$ cat config.mk
export PLATFORM = sky130hd
export DESIGN_NAME = regfile_wb_arbiter
export DESIGN_NICKNAME = d
export VERILOG_FILES = /design/src/rtl/regfile_wb_pkg.sv /design/src/rtl/regfile_wb_arbiter_fifo.sv /design/src/rtl/regfile_wb_arbiter.sv
export SDC_FILE = /design/constraint.sdc
export NUM_CORES = 1
export LEC_CHECK = 0
export CAP_MARGIN = 20
export CORE_ASPECT_RATIO = 0.8
export CORE_MARGIN = 5
export CORE_UTILIZATION = 51
export CTS_BUF_LIST = sky130_fd_sc_hd__clkbuf_4
export CTS_CLUSTER_DIAMETER = 100
export DETAILED_ROUTE_END_ITERATION = 7
export PLACE_DENSITY = 0.78
export RECOVER_POWER = 50
export SYNTH_ARGS = -nofsm -noshare
export SYNTH_HDL_FRONTEND = slang
export SYNTH_HIERARCHICAL = 1
export SYNTH_SLANG_ARGS = --single-unit
$ cat constraint.sdc
create_clock -name clk -period 4.4 [get_ports clk]
set_input_delay 0.88 -clock clk [delete_from_list [all_inputs] [get_ports clk]]
set_output_delay 0.88 -clock clk [all_outputs]
set_load 0.05 [all_outputs]
$ cat src/rtl/regfile_wb_pkg.sv
// Shared types and width helpers for the register-file writeback arbiter.
package regfile_wb_pkg;

    localparam int WB_REG_NUM    = 32;
    localparam int WB_DATA_WIDTH = 64;

    function automatic int addr_width(input int reg_num);
        return (reg_num > 1) ? $clog2(reg_num) : 1;
    endfunction

    localparam int WB_AW = addr_width(WB_REG_NUM);

    typedef enum logic {
        WB_SRC_ALU = 1'b0,
        WB_SRC_MEM = 1'b1
    } wb_src_e;

    typedef struct packed {
        logic [WB_AW-1:0]         addr;
        logic [WB_DATA_WIDTH-1:0] data;
    } wb_req_t;

endpackage

$ cat src/rtl/regfile_wb_arbiter_fifo.sv
// Small synchronous FIFO with per-slot valid bits; the tag field (top TAG_W
// bits of each entry) is exported so the owner can see every queued entry.
module wb_fifo #(
    parameter int WIDTH = 69,
    parameter int DEPTH = 2,
    parameter int TAG_W = 5
) (
    input  logic                   clk,
    input  logic                   reset,
    input  logic                   push,
    input  logic                   pop,
    input  logic                   flush,
    input  logic [WIDTH-1:0]       din,
    output logic                   full,
    output logic                   empty,
    output logic [WIDTH-1:0]       head,
    output logic [DEPTH*TAG_W-1:0] tags,
    output logic [DEPTH-1:0]       valid
);

    localparam int PW = $clog2(DEPTH);

    logic [WIDTH-1:0] mem_reg [DEPTH];
    logic [PW-1:0]    wr_ptr_reg;
    logic [PW-1:0]    rd_ptr_reg;
    logic [DEPTH-1:0] valid_reg;
    logic [DEPTH-1:0] valid_next;

    always_comb begin
        valid_next = valid_reg;
        if (pop) valid_next[rd_ptr_reg] = 1'b0;
        if (push) valid_next[wr_ptr_reg] = 1'b1;
    end

    always_ff @(posedge clk or negedge reset) begin
        if (!reset) begin
            wr_ptr_reg <= '0;
            rd_ptr_reg <= '0;
            valid_reg  <= '0;
        end else if (flush) begin
            wr_ptr_reg <= '0;
            rd_ptr_reg <= '0;
            valid_reg  <= '0;
        end else begin
            valid_reg <= valid_next;
            if (push) wr_ptr_reg <= wr_ptr_reg + PW'(1);
            if (pop) rd_ptr_reg <= rd_ptr_reg + PW'(1);
        end
    end

    // Payload storage needs no reset; occupancy is tracked by valid_reg.
    always_ff @(posedge clk) begin
        if (push) mem_reg[wr_ptr_reg] <= din;
    end

    assign full  = &valid_reg;
    assign empty = ~|valid_reg;
    assign head  = mem_reg[rd_ptr_reg];
    assign valid = valid_reg;

    generate
        for (genvar gi = 0; gi < DEPTH; gi++) begin : g_tags
            assign tags[gi*TAG_W +: TAG_W] = mem_reg[gi][WIDTH-1 -: TAG_W];
        end
    endgenerate

endmodule

$ cat src/rtl/regfile_wb_arbiter.sv
// Writeback arbiter: merges ALU and load-unit register writes into one
// registered write per cycle, with a pending-write mask for hazard stalls.
module regfile_wb_arbiter
    import regfile_wb_pkg::*;
#(
    parameter int REG_NUM    = WB_REG_NUM,
    parameter int DATA_WIDTH = WB_DATA_WIDTH,
    parameter int FIFO_DEPTH = 2,
    localparam int AW        = addr_width(REG_NUM)
) (
    input  logic                  clk,
    input  logic                  reset,
    input  logic                  alu_valid,
    output logic                  alu_ready,
    input  logic [AW-1:0]         alu_addr,
    input  logic [DATA_WIDTH-1:0] alu_data,
    input  logic                  mem_valid,
    output logic                  mem_ready,
    input  logic [AW-1:0]         mem_addr,
    input  logic [DATA_WIDTH-1:0] mem_data,
    input  logic                  flush,
    output logic [AW-1:0]         write_addr_cpu,
    output logic [DATA_WIDTH-1:0] data_in_cpu,
    output logic                  write_en_cpu,
    output logic [REG_NUM-1:0]    pending_mask,
    output logic                  idle
);

    localparam int EW = AW + DATA_WIDTH;

    logic                    alu_push, mem_push;
    logic                    alu_full, alu_empty, mem_full, mem_empty;
    logic                    grant_alu, grant_mem;
    logic [EW-1:0]           alu_head, mem_head;
    logic [FIFO_DEPTH*AW-1:0] alu_tags, mem_tags;
    logic [FIFO_DEPTH-1:0]   alu_valid_vec, mem_valid_vec;
    wb_src_e                 prio_reg;
    logic                    we_reg;
    logic [AW-1:0]           addr_reg;
    logic [DATA_WIDTH-1:0]   data_reg;
    logic [REG_NUM-1:0]      mask_comb;

    // Ready is held high during reset; captures are blocked by gating push.
    assign alu_ready = !reset || (!alu_full && !flush);
    assign mem_ready = !reset || (!mem_full && !flush);
    assign alu_push  = reset && alu_valid && alu_ready && (alu_addr != '0);
    assign mem_push  = reset && mem_valid && mem_ready && (mem_addr != '0);

    wb_fifo #(.WIDTH(EW), .DEPTH(FIFO_DEPTH), .TAG_W(AW)) u_alu_fifo (
        .clk   (clk),
        .reset (reset),
        .push  (alu_push),
        .pop   (grant_alu),
        .flush (flush),
        .din   ({alu_addr, alu_data}),
        .full  (alu_full),
        .empty (alu_empty),
        .head  (alu_head),
        .tags  (alu_tags),
        .valid (alu_valid_vec)
    );

    wb_fifo #(.WIDTH(EW), .DEPTH(FIFO_DEPTH), .TAG_W(AW)) u_mem_fifo (
        .clk   (clk),
        .reset (reset),
        .push  (mem_push),
        .pop   (grant_mem),
        .flush (flush),
        .din   ({mem_addr, mem_data}),
        .full  (mem_full),
        .empty (mem_empty),
        .head  (mem_head),
        .tags  (mem_tags),
        .valid (mem_valid_vec)
    );

    // prio_reg names the source that wins when both heads are waiting.
    always_comb begin
        grant_alu = 1'b0;
        grant_mem = 1'b0;
        if (!flush) begin
            if (!alu_empty && !mem_empty) begin
                if (prio_reg == WB_SRC_ALU) grant_alu = 1'b1;
                else                        grant_mem = 1'b1;
            end else if (!alu_empty) begin
                grant_alu = 1'b1;
            end else if (!mem_empty) begin
                grant_mem = 1'b1;
            end
        end
    end

    always_ff @(posedge clk or negedge reset) begin
        if (!reset) begin
            prio_reg <= WB_SRC_ALU;
            we_reg   <= 1'b0;
            addr_reg <= '0;
            data_reg <= '0;
        end else begin
            we_reg <= grant_alu || grant_mem;
            if (grant_alu) begin
                {addr_reg, data_reg} <= alu_head;
                prio_reg             <= WB_SRC_MEM;
            end else if (grant_mem) begin
                {addr_reg, data_reg} <= mem_head;
                prio_reg             <= WB_SRC_ALU;
            end
        end
    end

    always_comb begin
        mask_comb = '0;
        for (int i = 0; i < FIFO_DEPTH; i++) begin
            if (alu_valid_vec[i]) mask_comb[alu_tags[i*AW +: AW]] = 1'b1;
            if (mem_valid_vec[i]) mask_comb[mem_tags[i*AW +: AW]] = 1'b1;
        end
        if (we_reg) mask_comb[addr_reg] = 1'b1;
        mask_comb[0] = 1'b0;
    end

    assign write_en_cpu   = we_reg;
    assign write_addr_cpu = addr_reg;
    assign data_in_cpu    = data_reg;
    assign pending_mask   = mask_comb;
    assign idle           = alu_empty && mem_empty && !we_reg;

endmodule

==> metrics.cfg <==
[cts]
htreeDepth = 3
clk_pin_slew_worst_paths_ps = 70
cts_root_buffer = clkbuf_4
cts_hold_buf = 0
clock_tree.buffer_depth = 3
cts_tree = done
clk_latency_ps = 720
clkSinkCount = 355
cts-resized-gates = 0
cts_setup_buffers = 0
numCtsBuffers = 87

[sta]
fmax_mhz = 253
tightestPinTransition_ps = 2190
hold_viol = 0
grt_setup_unrepaired = no
setup_tns_ps = 0
skew_ps = 34.8
post-route-period-util = 0.898
hold-worst-slack_ps = 102
setup_viol = 0
slew_viol_final = 108
maxSlewHeadroom = -0.461
fin_crit_ps = 3950

[critical_path]
crit_path_max_fanout = 9
crit_chain = nor4b_1, a32oi_1, nand4_1, clkdlybuf4s50_1
r2r-end = u_mem_fifo/mem_reg[1][36]$_DFFE_PP_
rrSetupSlack_ps = 620
worst_setup_path_start_kind = flop
crit_buf_inv = 1
worstSetupPathType = reg -> out
rr_startpoint = u_mem_fifo/valid[1]$_DFF_PN0_
crit_arrival_ps = 3070
critical-path-top-delay-family = buffers and inverters
cp_data_required_time_ps = 3520
startpoint = u_alu_fifo/mem_reg[0][66]$_DFFE_PP_
max_stage_delay_ps = 810
cp_slowest_cell = clkdlybuf4s50_1
end_kind = output port
path_depth = 4
rr_worst_depth = 5
critPathCapture = pending_mask[3]

[yosys]
synth_edf_count = 276
synth_largest_area_cell = edfxtp_1
synth.net_count = 1275
avgSynthCellArea_um2 = 14.5
yosys_warnings = 6
syn_area_um2 = 16400
ys_seq_area_frac = 0.625
synth_top_flop_cell = edfxtp_1
ys_ff_latch = 355
synth_area_leaders = edfxtp_1, mux2_4, dfrtp_1, o2111ai_1, a31oi_1
yosys.area.top_type_share = 0.505
synth_cell_type_count = 43
netlist_instances = 1132
async_flop_share = 0.223

[global_routing]
antenna_found_initial = 10
gr-total-overflow = 0
grt_pass1_vias = 11700
grt_max_degree = 105
grt_usage = 0.242
grt_pass1_wl_um = 67900

[routing]
antenna_left = 0
route.vias.total = 11300
routed_wl_um = 44300
drt_iter0_markers = 1058
wl_per_cell_um = 23.6
drc = 0
routed_via_density = 6.00
drt-pass1-iter-count = 5

[pwr]
ir_drop_mv = 0.372
power.density_nw_per_um2 = 454
leakage_uw = 0.00703

[floorplanning]
die-area_um2 = 35900
initial_core_util = 0.520
rows = 58
die_h_um = 170
core_um2 = 31600
die_w_um = 211
pin_count = 248

[placement]
port_buffers = 246
place_hpwl_um = 27700
gp_congestion = 0.964
dpl.cell_count = 1712

[min_path]
min_path_type = in -> async

[finish]
syn2layout_area_growth_pct = 22.0
final_cells = 1879
nets = 1526
drive_above_1_share = 0.229

[run_status]
status = finished, violations left
violations = max-capacitance violations, max-slew violations

[flow_run]
cap_violations = 4

## stage by stage
step                power, uW   util  worst slack (ps)  area (um2)
floorplan                5560      -               437       16400
global placement         6380  0.597               464       18800
detailed placement       6420  0.597               720       18900
CTS                      9190  0.634               490       20000
global route             9500  0.635               286       20000
finish                   9090  0.635               449       20000
## cell usage in the layout, fill, tap and decap left out, types with 13 or more instances in the layout
cell type / count
a22oi_1: 22
a31oi_1: 69
and4bb_2: 15
buf_4: 17
clkbuf_4: 129
clkdlybuf4s50_1: 107
clkinv_1: 20
dfrtp_1: 77
dlygate4sd3_1: 138
edfxtp_1: 276
mux2_4: 138
nand2_1: 18
nand3_1: 23
nand4b_1: 15
nor2_1: 93
nor2b_1: 13
o2111ai_1: 69
o21ai_0: 45
o21ai_1: 26
o22ai_1: 29
## layout make-up
cell class	instances	area, um2
multi-input cells	663	5360
inverters	5	18.8
clock inverters	33	179
diodes	3	7.51
fillers	2354	11500
repair buffers	271	2700
clock buffers	129	968
flip-flops and latches	355	10300
well taps	420	526
## worst min-delay path by stage
stage	endpoint	cells past startpoint	startpoint	slack, ps
after CTS	data_in_cpu[41]$_DFFE_PN0P_	1	reset	50
after global placement	data_in_cpu[61]$_DFFE_PN0P_	2	data_in_cpu[61]$_DFFE_PN0P_	540
after global routing	data_in_cpu[38]$_DFFE_PN0P_	1	reset	60
final	data_in_cpu[41]$_DFFE_PN0P_	1	reset	100
after floorplan	u_alu_fifo/wr_ptr_reg$_DFFE_PN0P_	2	u_alu_fifo/wr_ptr_reg$_DFFE_PN0P_	540
after detailed placement	data_in_cpu[63]$_DFFE_PN0P_	2	data_in_cpu[63]$_DFFE_PN0P_	550
## kinds of logic after synthesis
| family | count (synthesis) | synth area share |
|---|---|---|
| flip-flops | 355 | 0.625 |
| AO/OA/AOI/OAI | 274 | 0.113 |
| XOR/XNOR | 2 | 0.00107 |
| multiplexers | 138 | 0.126 |
| AND/OR/NAND/NOR | 248 | 0.0846 |
| other | 1 | 0.000228 |
| buffers and inverters | 114 | 0.0499 |
## power by group
part,total (uW),switching (uW),internal (uW)
logic,2170,1420,746
clock network,2760,1340,1420
registers,4170,269,3900
total,9090,3020,6070
## Yosys cell counts (all sizes together), types with 9 or more instances
cell and number:
a22oi 22, nand4 9, or3 12, edfxtp 276, o22ai 29, nor2 94, a31oi 69, dfrtp 79
nand4b 15, clkbuf 35, nand3 23, o21ai 71, and4bb 15, nor3 12, mux2 138, nand2 18
nor2b 15, nand2b 14, o2111ai 69, buf 74
## metal layers
metal	share of wire	wire, um	GRT usage
met4	0.014	626	0.0699
met5	0.0017	76	0
met1	0.42	18500	0.330
met3	0.088	3890	0.0640
met2	0.48	21200	0.389
Power figures use the tool's default switching activity.
